===== config.mk =====
export PLATFORM = sky130hd
export DESIGN_NAME = execute_mc_flat
export DESIGN_NICKNAME = d
export VERILOG_FILES = /design/src/rtl/y86_pkg.sv /design/src/rtl/execute_mc_if.sv /design/src/rtl/exec_mul_iter.sv /design/src/rtl/execute_mc.sv /design/src/flat_wrapper.sv
export SDC_FILE = /design/constraint.sdc
export NUM_CORES = 1
export LEC_CHECK = 0
export CAP_MARGIN = 20
export CORE_MARGIN = 10
export CORE_UTILIZATION = 68
export CTS_BUF_LIST = sky130_fd_sc_hd__clkbuf_2
export DETAILED_ROUTE_END_ITERATION = 12
export DONT_BUFFER_PORTS = 1
export GPL_TIMING_DRIVEN = 1
export PLACE_DENSITY = 0.81
export SYNTH_ARGS = -nofsm -noshare
export SYNTH_HDL_FRONTEND = slang
export SYNTH_SLANG_ARGS = --single-unit

===== constraint.sdc =====
create_clock -name clk_i -period 7.7 [get_ports clk_i]
set_clock_uncertainty 0.2 [all_clocks]
set_input_delay 0.385 -clock clk_i [delete_from_list [all_inputs] [get_ports clk_i]]
set_output_delay 0.385 -clock clk_i [all_outputs]
set_load 0.03 [all_outputs]

===== src/rtl/y86_pkg.sv =====
// Shared Y86 encodings: instruction/function codes, condition codes, status
// codes and the multiplier FSM state type.
package y86_pkg;

  localparam logic [3:0] I_HALT   = 4'h0;
  localparam logic [3:0] I_NOP    = 4'h1;
  localparam logic [3:0] I_RRMOVQ = 4'h2;
  localparam logic [3:0] I_IRMOVQ = 4'h3;
  localparam logic [3:0] I_RMMOVQ = 4'h4;
  localparam logic [3:0] I_MRMOVQ = 4'h5;
  localparam logic [3:0] I_OPQ    = 4'h6;
  localparam logic [3:0] I_JXX    = 4'h7;
  localparam logic [3:0] I_CALL   = 4'h8;
  localparam logic [3:0] I_RET    = 4'h9;
  localparam logic [3:0] I_PUSHQ  = 4'hA;
  localparam logic [3:0] I_POPQ   = 4'hB;

  localparam logic [3:0] ALUADD = 4'h0;
  localparam logic [3:0] ALUSUB = 4'h1;
  localparam logic [3:0] ALUAND = 4'h2;
  localparam logic [3:0] ALUXOR = 4'h3;
  localparam logic [3:0] ALUMUL = 4'h4;

  localparam logic [3:0] C_YES = 4'h0;
  localparam logic [3:0] C_LE  = 4'h1;
  localparam logic [3:0] C_L   = 4'h2;
  localparam logic [3:0] C_E   = 4'h3;
  localparam logic [3:0] C_NE  = 4'h4;
  localparam logic [3:0] C_GE  = 4'h5;
  localparam logic [3:0] C_G   = 4'h6;

  localparam logic [3:0] SAOK = 4'h1;
  localparam logic [3:0] SADR = 4'h2;
  localparam logic [3:0] SINS = 4'h3;
  localparam logic [3:0] SHLT = 4'h4;

  localparam logic [3:0] RNONE = 4'hF;

  typedef enum logic [1:0] {IDLE, RUN, DONE} mul_state_t;

endpackage


===== src/rtl/execute_mc_if.sv =====
// E-register inputs and execute-stage outputs of the Y86 execute stage.
// master = pipeline side, slave = execute_mc.
interface execute_mc_if #(
  parameter int XLEN = 64
);
  logic [3:0]      E_icode_i;
  logic [3:0]      E_ifun_i;
  logic [XLEN-1:0] E_valC_i;
  logic [XLEN-1:0] E_valA_i;
  logic [XLEN-1:0] E_valB_i;
  logic [3:0]      E_dstE_i;
  logic [3:0]      m_stat_i;
  logic [3:0]      W_stat_i;
  logic            flush_i;
  logic            e_Cnd_o;
  logic [3:0]      e_dstE_o;
  logic [XLEN-1:0] e_valE_o;
  logic            e_stall_o;

  modport master (
    output E_icode_i, E_ifun_i, E_valC_i, E_valA_i, E_valB_i, E_dstE_i,
           m_stat_i, W_stat_i, flush_i,
    input  e_Cnd_o, e_dstE_o, e_valE_o, e_stall_o
  );

  modport slave (
    input  E_icode_i, E_ifun_i, E_valC_i, E_valA_i, E_valB_i, E_dstE_i,
           m_stat_i, W_stat_i, flush_i,
    output e_Cnd_o, e_dstE_o, e_valE_o, e_stall_o
  );
endinterface


===== src/rtl/exec_mul_iter.sv =====
// Iterative shift-add multiplier retiring MUL_R multiplier bits per cycle.
// EXEC_MUL_EARLY_EN: leave RUN once the remaining multiplier bits are all zero.
//
// state | meaning
// IDLE  | waiting; a start latches operands and stalls
// RUN   | one shift-add step per cycle, stall held
// DONE  | product valid for one cycle, stall released
module exec_mul_iter
  import y86_pkg::*;
#(
  parameter int XLEN  = 64,
  parameter int MUL_R = 1
) (
  input  logic            clk_i,
  input  logic            rst_i,
  input  logic            start,
  input  logic            flush,
  input  logic [XLEN-1:0] op_a,
  input  logic [XLEN-1:0] op_b,
  output logic            busy,
  output logic            done,
  output logic [XLEN-1:0] product
);
  localparam int STEPS = XLEN / MUL_R;
  localparam int CW    = $clog2(STEPS + 1);

  mul_state_t      state_q, state_d;
  logic [XLEN-1:0] mcand_q, mplier_q, acc_q;
  logic [XLEN-1:0] partial, mplier_nxt;
  logic [CW-1:0]   count_q;
  logic            last_step;

  assign partial    = mcand_q * XLEN'(mplier_q[MUL_R-1:0]);
  assign mplier_nxt = mplier_q >> MUL_R;
  assign product    = acc_q;

`ifdef EXEC_MUL_EARLY_EN
  assign last_step = (count_q == '0) || (mplier_nxt == '0);
`else
  assign last_step = (count_q == '0);
`endif

  always_ff @(posedge clk_i or posedge rst_i) begin
    if (rst_i) begin
      state_q  <= IDLE;
      mcand_q  <= '0;
      mplier_q <= '0;
      acc_q    <= '0;
      count_q  <= '0;
    end else begin
      state_q <= state_d;
      if (state_q == IDLE && start && !flush) begin
        mcand_q  <= op_b;
        mplier_q <= op_a;
        acc_q    <= '0;
        count_q  <= CW'(STEPS - 1);
      end else if (state_q == RUN && !flush) begin
        acc_q    <= acc_q + partial;
        mcand_q  <= mcand_q << MUL_R;
        mplier_q <= mplier_nxt;
        if (count_q != '0) count_q <= count_q - CW'(1);
      end
    end
  end

  always_comb begin
    state_d = state_q;
    busy    = 1'b0;
    done    = 1'b0;
    case (state_q)
      IDLE: if (start) begin
        busy    = 1'b1;
        state_d = RUN;
      end
      RUN: begin
        busy = 1'b1;
        if (last_step) state_d = DONE;
      end
      DONE: begin
        done    = 1'b1;
        state_d = IDLE;
      end
      default: state_d = IDLE;
    endcase
    // stall must fall in the same cycle as a flush or an asserted reset
    if (flush || rst_i) begin
      state_d = IDLE;
      busy    = 1'b0;
      done    = 1'b0;
    end
  end

endmodule


===== src/rtl/execute_mc.sv =====
// Y86 multi-cycle execute stage: operand muxes, ALU, ZF/SF/OF register,
// condition evaluation and iterative mulq (EXEC_MUL_EARLY_EN enables early exit).
module execute_mc
  import y86_pkg::*;
#(
  parameter int XLEN  = 64,
  parameter int MUL_R = 1
) (
  input logic         clk_i,
  input logic         rst_i,
  execute_mc_if.slave ex
);
  localparam logic [XLEN-1:0] EIGHT = XLEN'(8);
  localparam int MSB = XLEN - 1;

  logic [XLEN-1:0] alu_a, alu_b, alu_sum, alu_diff, alu_res, mul_prod;
  logic [3:0]      alu_fun;
  logic            is_opq, is_mul, mul_busy, mul_done;
  logic            set_cc, cnd, of_n, lt;
  logic            zf_q, sf_q, of_q;

  always_comb begin
    alu_a = '0;
    alu_b = '0;
    case (ex.E_icode_i)
      I_RRMOVQ: alu_a = ex.E_valA_i;
      I_IRMOVQ: alu_a = ex.E_valC_i;
      I_RMMOVQ, I_MRMOVQ: begin
        alu_a = ex.E_valC_i;
        alu_b = ex.E_valB_i;
      end
      I_OPQ: begin
        alu_a = ex.E_valA_i;
        alu_b = ex.E_valB_i;
      end
      I_PUSHQ, I_CALL: begin
        alu_a = '0 - EIGHT;
        alu_b = ex.E_valB_i;
      end
      I_POPQ, I_RET: begin
        alu_a = EIGHT;
        alu_b = ex.E_valB_i;
      end
      default: ;
    endcase
  end

  assign is_opq   = (ex.E_icode_i == I_OPQ);
  assign alu_fun  = is_opq ? ex.E_ifun_i : ALUADD;
  assign is_mul   = is_opq && (ex.E_ifun_i == ALUMUL);
  assign alu_sum  = alu_b + alu_a;
  assign alu_diff = alu_b - alu_a;

  exec_mul_iter #(.XLEN(XLEN), .MUL_R(MUL_R)) u_mul (
    .clk_i   (clk_i),
    .rst_i   (rst_i),
    .start   (is_mul),
    .flush   (ex.flush_i),
    .op_a    (ex.E_valA_i),
    .op_b    (ex.E_valB_i),
    .busy    (mul_busy),
    .done    (mul_done),
    .product (mul_prod)
  );

  // undefined function codes fall through to ADD, including its OF rule
  always_comb begin
    alu_res = alu_sum;
    of_n    = (alu_a[MSB] == alu_b[MSB]) && (alu_b[MSB] != alu_sum[MSB]);
    case (alu_fun)
      ALUSUB: begin
        alu_res = alu_diff;
        of_n    = (alu_a[MSB] != alu_b[MSB]) && (alu_b[MSB] != alu_diff[MSB]);
      end
      ALUAND: begin
        alu_res = alu_b & alu_a;
        of_n    = 1'b0;
      end
      ALUXOR: begin
        alu_res = alu_b ^ alu_a;
        of_n    = 1'b0;
      end
      ALUMUL: begin
        alu_res = mul_done ? mul_prod : '0;
        of_n    = 1'b0;
      end
      default: ;
    endcase
  end

  assign set_cc = is_opq && (ex.m_stat_i == SAOK) && (ex.W_stat_i == SAOK) &&
                  (!is_mul || mul_done) && !ex.flush_i;

  always_ff @(posedge clk_i or posedge rst_i) begin
    if (rst_i) begin
      zf_q <= 1'b1;
      sf_q <= 1'b0;
      of_q <= 1'b0;
    end else if (set_cc) begin
      zf_q <= (alu_res == '0);
      sf_q <= alu_res[MSB];
      of_q <= of_n;
    end
  end

  assign lt = sf_q ^ of_q;

  always_comb begin
    cnd = 1'b1;
    if (ex.E_icode_i == I_RRMOVQ || ex.E_icode_i == I_JXX) begin
      case (ex.E_ifun_i)
        C_YES:   cnd = 1'b1;
        C_LE:    cnd = lt | zf_q;
        C_L:     cnd = lt;
        C_E:     cnd = zf_q;
        C_NE:    cnd = !zf_q;
        C_GE:    cnd = !lt;
        C_G:     cnd = !lt && !zf_q;
        default: cnd = 1'b0;
      endcase
    end
  end

  assign ex.e_Cnd_o   = cnd;
  assign ex.e_stall_o = mul_busy;
  assign ex.e_valE_o  = mul_busy ? '0 : alu_res;
  assign ex.e_dstE_o  = (cnd && !mul_busy) ? ex.E_dstE_i : RNONE;

endmodule

===== src/flat_wrapper.sv =====
// flat-port wrapper written by rule: the top's interface ports become plain ports
module execute_mc_flat import y86_pkg::*;
#(
  parameter int XLEN  = 64,
  parameter int MUL_R = 1
)
  (clk_i, rst_i, ex_E_icode_i, ex_E_ifun_i, ex_E_valC_i, ex_E_valA_i, ex_E_valB_i, ex_E_dstE_i, ex_m_stat_i, ex_W_stat_i, ex_flush_i, ex_e_Cnd_o, ex_e_dstE_o, ex_e_valE_o, ex_e_stall_o);
  execute_mc_if #(.XLEN(XLEN)) ex_i ();
  input logic clk_i;
  input logic rst_i;
  input wire logic [$bits(ex_i.E_icode_i)-1:0] ex_E_icode_i;
  input wire logic [$bits(ex_i.E_ifun_i)-1:0] ex_E_ifun_i;
  input wire logic [$bits(ex_i.E_valC_i)-1:0] ex_E_valC_i;
  input wire logic [$bits(ex_i.E_valA_i)-1:0] ex_E_valA_i;
  input wire logic [$bits(ex_i.E_valB_i)-1:0] ex_E_valB_i;
  input wire logic [$bits(ex_i.E_dstE_i)-1:0] ex_E_dstE_i;
  input wire logic [$bits(ex_i.m_stat_i)-1:0] ex_m_stat_i;
  input wire logic [$bits(ex_i.W_stat_i)-1:0] ex_W_stat_i;
  input wire logic [$bits(ex_i.flush_i)-1:0] ex_flush_i;
  output wire logic [$bits(ex_i.e_Cnd_o)-1:0] ex_e_Cnd_o;
  output wire logic [$bits(ex_i.e_dstE_o)-1:0] ex_e_dstE_o;
  output wire logic [$bits(ex_i.e_valE_o)-1:0] ex_e_valE_o;
  output wire logic [$bits(ex_i.e_stall_o)-1:0] ex_e_stall_o;
  assign ex_i.E_icode_i = ex_E_icode_i;
  assign ex_i.E_ifun_i = ex_E_ifun_i;
  assign ex_i.E_valC_i = ex_E_valC_i;
  assign ex_i.E_valA_i = ex_E_valA_i;
  assign ex_i.E_valB_i = ex_E_valB_i;
  assign ex_i.E_dstE_i = ex_E_dstE_i;
  assign ex_i.m_stat_i = ex_m_stat_i;
  assign ex_i.W_stat_i = ex_W_stat_i;
  assign ex_i.flush_i = ex_flush_i;
  assign ex_e_Cnd_o = ex_i.e_Cnd_o;
  assign ex_e_dstE_o = ex_i.e_dstE_o;
  assign ex_e_valE_o = ex_i.e_valE_o;
  assign ex_e_stall_o = ex_i.e_stall_o;
  execute_mc #(.XLEN(XLEN), .MUL_R(MUL_R)) u_core (.clk_i(clk_i), .rst_i(rst_i), .ex(ex_i));
endmodule

==> results.ini, run 1 <==
[cts]
htree_num_levels = 2
numCtsBuffers = 51
cts_setup_buffers = 0
clockBufferDepth = 3
cts_root_buf = clkbuf_2
cts.sinks = 204

[floorplanning]
boundaryPins = 285
die_y_um = 211
start_util_pct = 69.1
num_rows = 69
die_x_um = 211

[synthesis]
synth_cell_types = 103
synthTopCellsByArea = dfrtp_1, ha_1, o21ai_0
synth_simple_gate_area_share_pct = 23.2
synth-edff-count = 0
ys.warnings.count = 0
syn_area_per_cell_um2 = 7.32
synth.top_cell.area_share_pct = 20.6
synth_top_family_by_area = compound AO/OA/AOI/OAI gates
ys.flop_type = dfrtp_1
synth-seq-cells = 204
synthCells = 3374
synth_area_um2 = 24700
synthArstFlopShare_pct = 100
synth_xor_area_share_pct = 3.26
yosys.area.top_type = dfrtp_1
synth_compound_area_share_pct = 35.2
syn_nets = 3800
synth_fa_ha_area_share_pct = 10.8
yosysSeqAreaShare_pct = 20.7
synth_mux_area_share_pct = 0.785

[status]
outcome = aborted with a tool error
first-error = [ERROR GRT-0232] Routing congestion too high. Check the congestion heatmap in the GUI.
lastStage = global routing (5_1_grt)

[sta]
endpoint_type = register input
crit_endpoint = u_core.u_mul.product[59]$_DFFE_PP0P_/D

[placed_design]
dp_hpwl_um = 84200
port_buffers = 0
gp_congestion = 1.16
place_inst = 3628

[global_routing]
antenna_found_initial = 60
grtUsageTotal_pct = 73.3
gr-total-overflow = 75
grt_max_degree = 130

-- metrics by stage --
step                util (%)  cell area (um^2)  worst slack, ns  hold slack, ns
floorplan                  -             24700             1.26           0.248
global placement        69.0             24700            0.889           0.139
detailed placement      69.0             24700            0.862           0.143
CTS                     74.5             26600             1.06          0.0115
-- layer usage --
| layer | GRT overflow | track usage [%] |
|---|---|---|
| met3 | 5 | 68.2 |
| met2 | 31 | 83.3 |
| met4 | 33 | 63.1 |
| met1 | 6 | 73.9 |
| met5 | 0 | 48.0 |
-- synthesized netlist by cell type (all sizes together) (41+ instances only) --
library cell  count
a21o             56
a21oi           252
a221oi           85
a22oi            47
and2             80
clkbuf          208
dfrtp           203
ha              208
inv             156
nand2           368
nand3            75
nand4            41
nor2            220
nor2b           121
nor3             50
o21ai           328
o22ai           138
xnor2            48
xor2             44
-- repair_timing --
item	CTS
hold buffers	139
hold endpoints to repair	282
resized for setup	0
-- kinds of logic after synthesis --
logic type      after synthesis
buf+inv                     394
simple gates               1147
flops                       204
fa+ha+maj                   211
compound gates             1307
mux                          19
xor+xnor                     92
==> run 2, diff against run 1 <==
CORE_UTILIZATION = 40   (was 68)
CTS_BUF_LIST = not set   (was sky130_fd_sc_hd__clkbuf_2)
PLACE_DENSITY = not set   (was 0.81)
PLACE_DENSITY_LB_ADDON = 0.15   (was not set)
==> results.ini, run 2 <==
[cts]
cts_tree = yes
cts_setup_buffers = 0  ; unchanged
htree_num_levels = 1  ; -1
cts.clk_slew.worst_paths_ns = 0.06
cts.sinks = 204  ; unchanged
clock_latency_ns = 0.54
clockBufferDepth = 3  ; unchanged
cts_root_buf = clkbuf_16
numCtsBuffers = 23  ; -55%

[final_layout]
drive_gt1_share_pct = 5.09
finalNonFillerCells = 4179
fin_nets = 3768
final_common_cell = nand2_1
mostFrequentLayoutCells = nand2_1, o21ai_0, a21oi_1
area_growth_pct = 11.0

[detailed_routing]
wire_per_inst_um = 29.8
antenna_left = 0
drc_errors = 0
drtIter0Drc = 3969
drt_pass1_iterations = 6
vias_per_cell = 6.83
num_vias = 28500
drt-total-wl_um = 124000

[worst_setup_path]
required_ns = 7.11
critical_path_class = input port to output port
critPathCaptureType = output port
critical_path_peak_fanout = 36
arrival_ns = 6.70
critPathLaunchType = input port

[floorplanning]
die_y_um = 268  ; +27%
start_util_pct = 40.2  ; -29 points
die_x_um = 268  ; +27%
num_rows = 91  ; +32%
die_area_um2 = 72100
core_area_um2 = 61400
boundaryPins = 285  ; unchanged

[sta]
min_period_ns = 7.28
setup_tns_ns = 0
slew_headroom_pct = 21.6
rsz0062_at_grt = false
hold_viol = 0
period_share_pct = 94.6
hold_slack_ns = 0.0401
maxClockFrequency_ghz = 0.137
drv_slew = 0
worst_pin_slew_ns = 1.18
worst_slack_ns = 0.415
setup_violations = 0

[placed_design]
place_ws_ns = 0.597  ; -0.265 ns
port_buffers = 0  ; unchanged
gp_congestion = 1.03  ; -11%
place_inst = 3977  ; +9.6%
dp_hpwl_um = 96500  ; +15%

[synthesis]
synth_simple_gate_area_share_pct = 23.2  ; unchanged
synth_mux_area_share_pct = 0.785  ; unchanged
synth_fa_ha_area_share_pct = 10.8  ; unchanged
synthTopCellsByCount = nand2_1, o21ai_0, a21oi_1
yosysMostFrequentCell = nand2_1
synthArstFlopShare_pct = 100  ; unchanged
synthCells = 3374  ; unchanged
synth.top_cell.area_share_pct = 20.6  ; unchanged
syn_nets = 3800  ; unchanged
synth_compound_area_share_pct = 35.2  ; unchanged
synth_cell_types = 103  ; unchanged
yosysSeqAreaShare_pct = 20.7  ; unchanged
synth_xor_area_share_pct = 3.26  ; unchanged
syn_area_per_cell_um2 = 7.32  ; unchanged
synth-edff-count = 0  ; unchanged
synthTopCellsByArea = dfrtp_1, ha_1, o21ai_0
synth_area_um2 = 24700  ; unchanged
synth-seq-cells = 204  ; unchanged
yosys.area.top_type = dfrtp_1
ys.flop_type = dfrtp_1
ys.warnings.count = 0  ; unchanged
synth_top_family_by_area = compound AO/OA/AOI/OAI gates

[power]
p_per_area_nw_per_um2 = 140
ir_drop_mv = 0.134
p_total_mw = 3.83
leakage_nw = 11.8

[status]
outcome = complete, no violations

[run]
max_cap_violations = 0

[global_routing]
first_global_vias = 26400
gr-total-overflow = 0
grt_max_degree = 123
grtUsageTotal_pct = 32.9
antenna_found_initial = 41
grt_pass1_wl_um = 180000

[hold_path]
hp-class = input port to flip-flop

[run 2: kinds of logic after synthesis]
kind of cell    count (synthesis)
xor+xnor                       92
buf+inv                       394
flops                         204
compound gates               1307
mux                            19
fa+ha+maj                     211
simple gates                 1147
[run 2: layout make-up]
class / instances / area [um^2]
antenna: 30 / 75.1
clock buffer: 31 / 666
clock inverter: 11 / 121
fill: 6216 / 34000
inverter: 156 / 593
multi-input combinational: 2776 / 18200
sequential: 204 / 5110
tap: 790 / 988
timing repair buffer: 181 / 1700
[run 2: repair_timing]
| action | CTS | global route |
|---|---|---|
| hold buffers | 129 | 0 |
| endpoints found under the setup margin | 0 | 0 |
| hold endpoints to repair | 223 | 0 |
| gates resized for setup | 0 | 0 |
[run 2: critical path: stages]
cell and delay [ns]:
nand2_1 0.11, nor2_1 0.12, a21oi_1 0.08, nor2_4 0.62, buf_4 0.49, a221oi_1 0.18
ha_1 0.69, inv_1 0.26, a21oi_1 0.28, o31ai_1 0.15, a221oi_1 0.51, nand3b_1 0.41
a31o_2 0.39, a21oi_1 0.46, o21ai_0 0.23, o22ai_1 0.17, nor2_1 0.05, o21ai_0 0.49
nor2b_1 0.57
[run 2: metal layers]
metal / up-vias / part of all wire (%) / track usage, %
li1: 12500 / - / -
met1: 13900 / 43 / 47.5
met2: 1778 / 40 / 46.0
met3: 246 / 13 / 9.25
met4: 32 / 3.3 / 10.5
met5: - / 0.17 / 0
[run 2: through the flow]
step | area, um^2 | util (%)
2_1_floorplan | 24700 | -
3_3_place_gp | 25200 | 41.1
3_5_place_dp | 25200 | 41.1
4_1_cts | 27300 | 44.5
5_1_grt | 27400 | 44.6
6_report | 27400 | 44.7
[run 2: worst paths after layout]
check	startpoint	endpoint	slack [ns]	cells past startpoint
setup / recovery	ex_E_icode_i[0]	ex_e_valE_o[62]	0.42	19
hold / removal	ex_E_valA_i[39]	u_core.u_mul.mplier_q[39]$_DFFE_PP0P_	0.04	2
setup reg to reg	u_core.u_mul.mplier_q[0]$_DFFE_PP0P_	u_core.u_mul.product[59]$_DFFE_PP0P_	2.02	18
hold reg to reg	u_core.u_mul.mplier_q[47]$_DFFE_PP0P_	u_core.u_mul.mplier_q[47]$_DFFE_PP0P_	0.28	2
max in group asynchronous	rst_i	u_core.u_mul.mcand_q[9]$_DFFE_PP0P_	5.47	3
min in group asynchronous	rst_i	u_core.u_mul.mplier_q[35]$_DFFE_PP0P_	0.39	2
[run 2: report_power, final]
| part | internal (mW) | switching, mW | total (mW) |
|---|---|---|---|
| Combinational | 0.472 | 1.12 | 1.59 |
| Clock | 0.677 | 0.482 | 1.16 |
| Sequential | 1.08 | 0.00435 | 1.08 |
| Total | 2.22 | 1.61 | 3.83 |
Power figures use the tool's default switching activity.
==> run 3, diff against run 2 <==
CELL_PAD_IN_SITES_DETAIL_PLACEMENT = 0   (was not set)
CELL_PAD_IN_SITES_GLOBAL_PLACEMENT = 1   (was not set)
==> results.ini, run 3 (same netlist as run 2, synthesis figures left out) <==
[run]
max_cap_violations = 0  ; unchanged

[global_routing]
grt_max_degree = 119  ; -3.3%
grtUsageTotal_pct = 33.7  ; +0.79 points
first_global_vias = 26200  ; -0.71%
antenna_found_initial = 29  ; -29%
gr-total-overflow = 0  ; unchanged
grt_pass1_wl_um = 182000  ; +1.2%

[power]
ir_drop_mv = 0.155  ; +16%
p_per_area_nw_per_um2 = 140  ; about the same
leakage_nw = 11.8  ; about the same

[final_layout]
final_common_cell = nand2_1
area_growth_pct = 10.9  ; about the same
mostFrequentLayoutCells = nand2_1, o21ai_0, a21oi_1
drive_gt1_share_pct = 5.12  ; +0.025 points
fin_nets = 3773  ; +0.13%
multiInputGateArea_um2 = 18200  ; unchanged
fill_cells = 6270  ; +0.87%
seq_area_um2 = 5110  ; unchanged

[floorplanning]
num_rows = 91  ; unchanged
boundaryPins = 285  ; unchanged
die_x_um = 268  ; unchanged
die_y_um = 268  ; unchanged
start_util_pct = 40.2  ; unchanged
die_area_um2 = 72100  ; unchanged
core_area_um2 = 61400  ; unchanged

[cts]
clockBufferDepth = 3  ; unchanged
clock_latency_ns = 0.53  ; about the same
htree_num_levels = 1  ; unchanged
cts_tree = yes
cts_root_buf = clkbuf_16
numCtsBuffers = 23  ; unchanged
cts.clk_slew.worst_paths_ns = 0.06  ; about the same
cts.sinks = 204  ; unchanged
cts_setup_buffers = 0  ; unchanged

[hold_path]
whs_path_depth = 2  ; unchanged
hp-class = input port to flip-flop
hold_path.startpoint = ex_flush_i
worstHoldEndpoint = u_core.u_mul.count_q[6]$_DFFE_PP0P_

[sta]
hold_slack_ns = 0.0290  ; -0.0111 ns
drv_slew = 0  ; unchanged
period_share_pct = 93.8  ; -0.83 points
min_period_ns = 7.22  ; -0.0640 ns
worst_pin_slew_ns = 1.17  ; -0.00931 ns
setup_violations = 0  ; unchanged
maxClockFrequency_ghz = 0.138  ; +0.89%
hold_viol = 0  ; unchanged
setup_tns_ns = 0  ; unchanged
slew_headroom_pct = 21.5  ; -0.096 points
rsz0062_at_grt = false

[worst_setup_path]
critical_path_peak_fanout = 38  ; +5.6%
required_ns = 7.11  ; about the same
critPathLaunchType = input port
arrival_ns = 6.64  ; -0.06 ns
ff2ff_setup_slack_ns = 1.84  ; -0.18 ns
r2r_end = u_core.u_mul.product[59]$_DFFE_PP0P_
critical_path_class = input port to output port
reg2reg_depth = 17  ; -1
critPathCaptureType = output port
reg2reg_from = u_core.u_mul.mplier_q[0]$_DFFE_PP0P_

[detailed_routing]
drtIter0Drc = 3596  ; -9.4%
wire_per_inst_um = 30.5  ; +2.3%
antenna_left = 0  ; unchanged
drt_pass1_iterations = 8  ; +2
num_vias = 28400  ; -0.44%
drc_errors = 0  ; unchanged
drt-total-wl_um = 127000  ; +2.3%
vias_per_cell = 6.80  ; -0.42%

[status]
outcome = complete, no violations

[placed_design]
gp_congestion = 1.01  ; -2.0%
port_buffers = 0  ; unchanged
dp_hpwl_um = 100000  ; +3.7%

-- run 3: cell count changes in the layout (fill, tap and decap cells not counted), sizes merged --
| cell | delta |
|---|---|
| buf | +6 |
| clkbuf | +1 |
| clkinv | -1 |
| clkinvlp | -2 |
| diode | -4 |
| dlygate4sd3 | -1 |
-- run 3: report_power, final --
part	leakage, nW	internal [mW]	total (mW)	switching, mW
combinational	8.60	0.480	1.63	1.15
clock	0.372	0.655	1.12	0.464
sequential	2.84	1.08	1.08	0.00454
total	11.8	2.21	3.83	1.62
-- run 3: routing by layer --
layer,vias to the layer above,GRT usage (%),share of wire [%]
li1,12600,-,-
met1,13900,50.0,45
met2,1757,45.4,39
met3,231,11.3,13
met4,16,7.85,2.5
met5,-,0,0.081
-- run 3: worst max path at each step --
| stage | slack, ns | startpoint | cells past startpoint | to |
|---|---|---|---|---|
| after detailed placement | 0.52 | ex_E_icode_i[0] | 19 | u_core.zf_q$_DFFE_PP1P_ |
| after global placement | 0.51 | ex_E_icode_i[0] | 19 | u_core.zf_q$_DFFE_PP1P_ |
| after CTS | 0.67 | ex_E_icode_i[0] | 18 | ex_e_valE_o[62] |
| after floorplan | 1.26 | rst_i | 2 | ex_e_valE_o[55] |
| final | 0.48 | ex_E_icode_i[0] | 18 | ex_e_valE_o[56] |
| after global routing | 0.30 | ex_E_icode_i[0] | 18 | ex_e_valE_o[62] |
-- run 3: cell type report --
type	count	area share [%]
sequential	204	18.6
tap	790	3.61
antenna	26	0.238
inverter	156	2.17
clock inverter	8	0.352
timing repair buffer	186	6.33
multi-input combinational	2776	66.3
clock buffer	32	2.37
-- run 3: repair_timing --
item,CTS,global route
endpoints found under the setup margin,0,0
gates resized for setup,0,0
hold endpoints to repair,212,0
hold buffers,128,0
-- run 3: metrics by stage --
step	util, %	setup slack, ns	total power, mW	instances	cell area (um^2)
2_1_floorplan	-	1.26	2.15	3374	24700
3_3_place_gp	41.2	0.507	2.61	3982	25300
3_5_place_dp	41.2	0.516	2.60	3983	25300
4_1_cts	44.5	0.670	3.78	4151	27300
5_1_grt	44.6	0.297	3.97	4164	27400
6_report	44.6	0.479	3.83	4178	27400
-- run 3: critical path, stage by stage --
cell and delay, ns:
nand2_1 0.10, nor2_1 0.11, a21oi_1 0.08, nor2_4 0.74, a221oi_1 0.43, ha_1 0.64, and2_1 0.26, nand3_1 0.21
or4_1 0.69, or2_0 0.26, o211a_1 0.30, o31ai_2 0.78, a41o_1 0.31, a32oi_1 0.12, o21ai_0 0.40, a21bo_2 0.20
a21oi_1 0.10, nor2_1 0.48
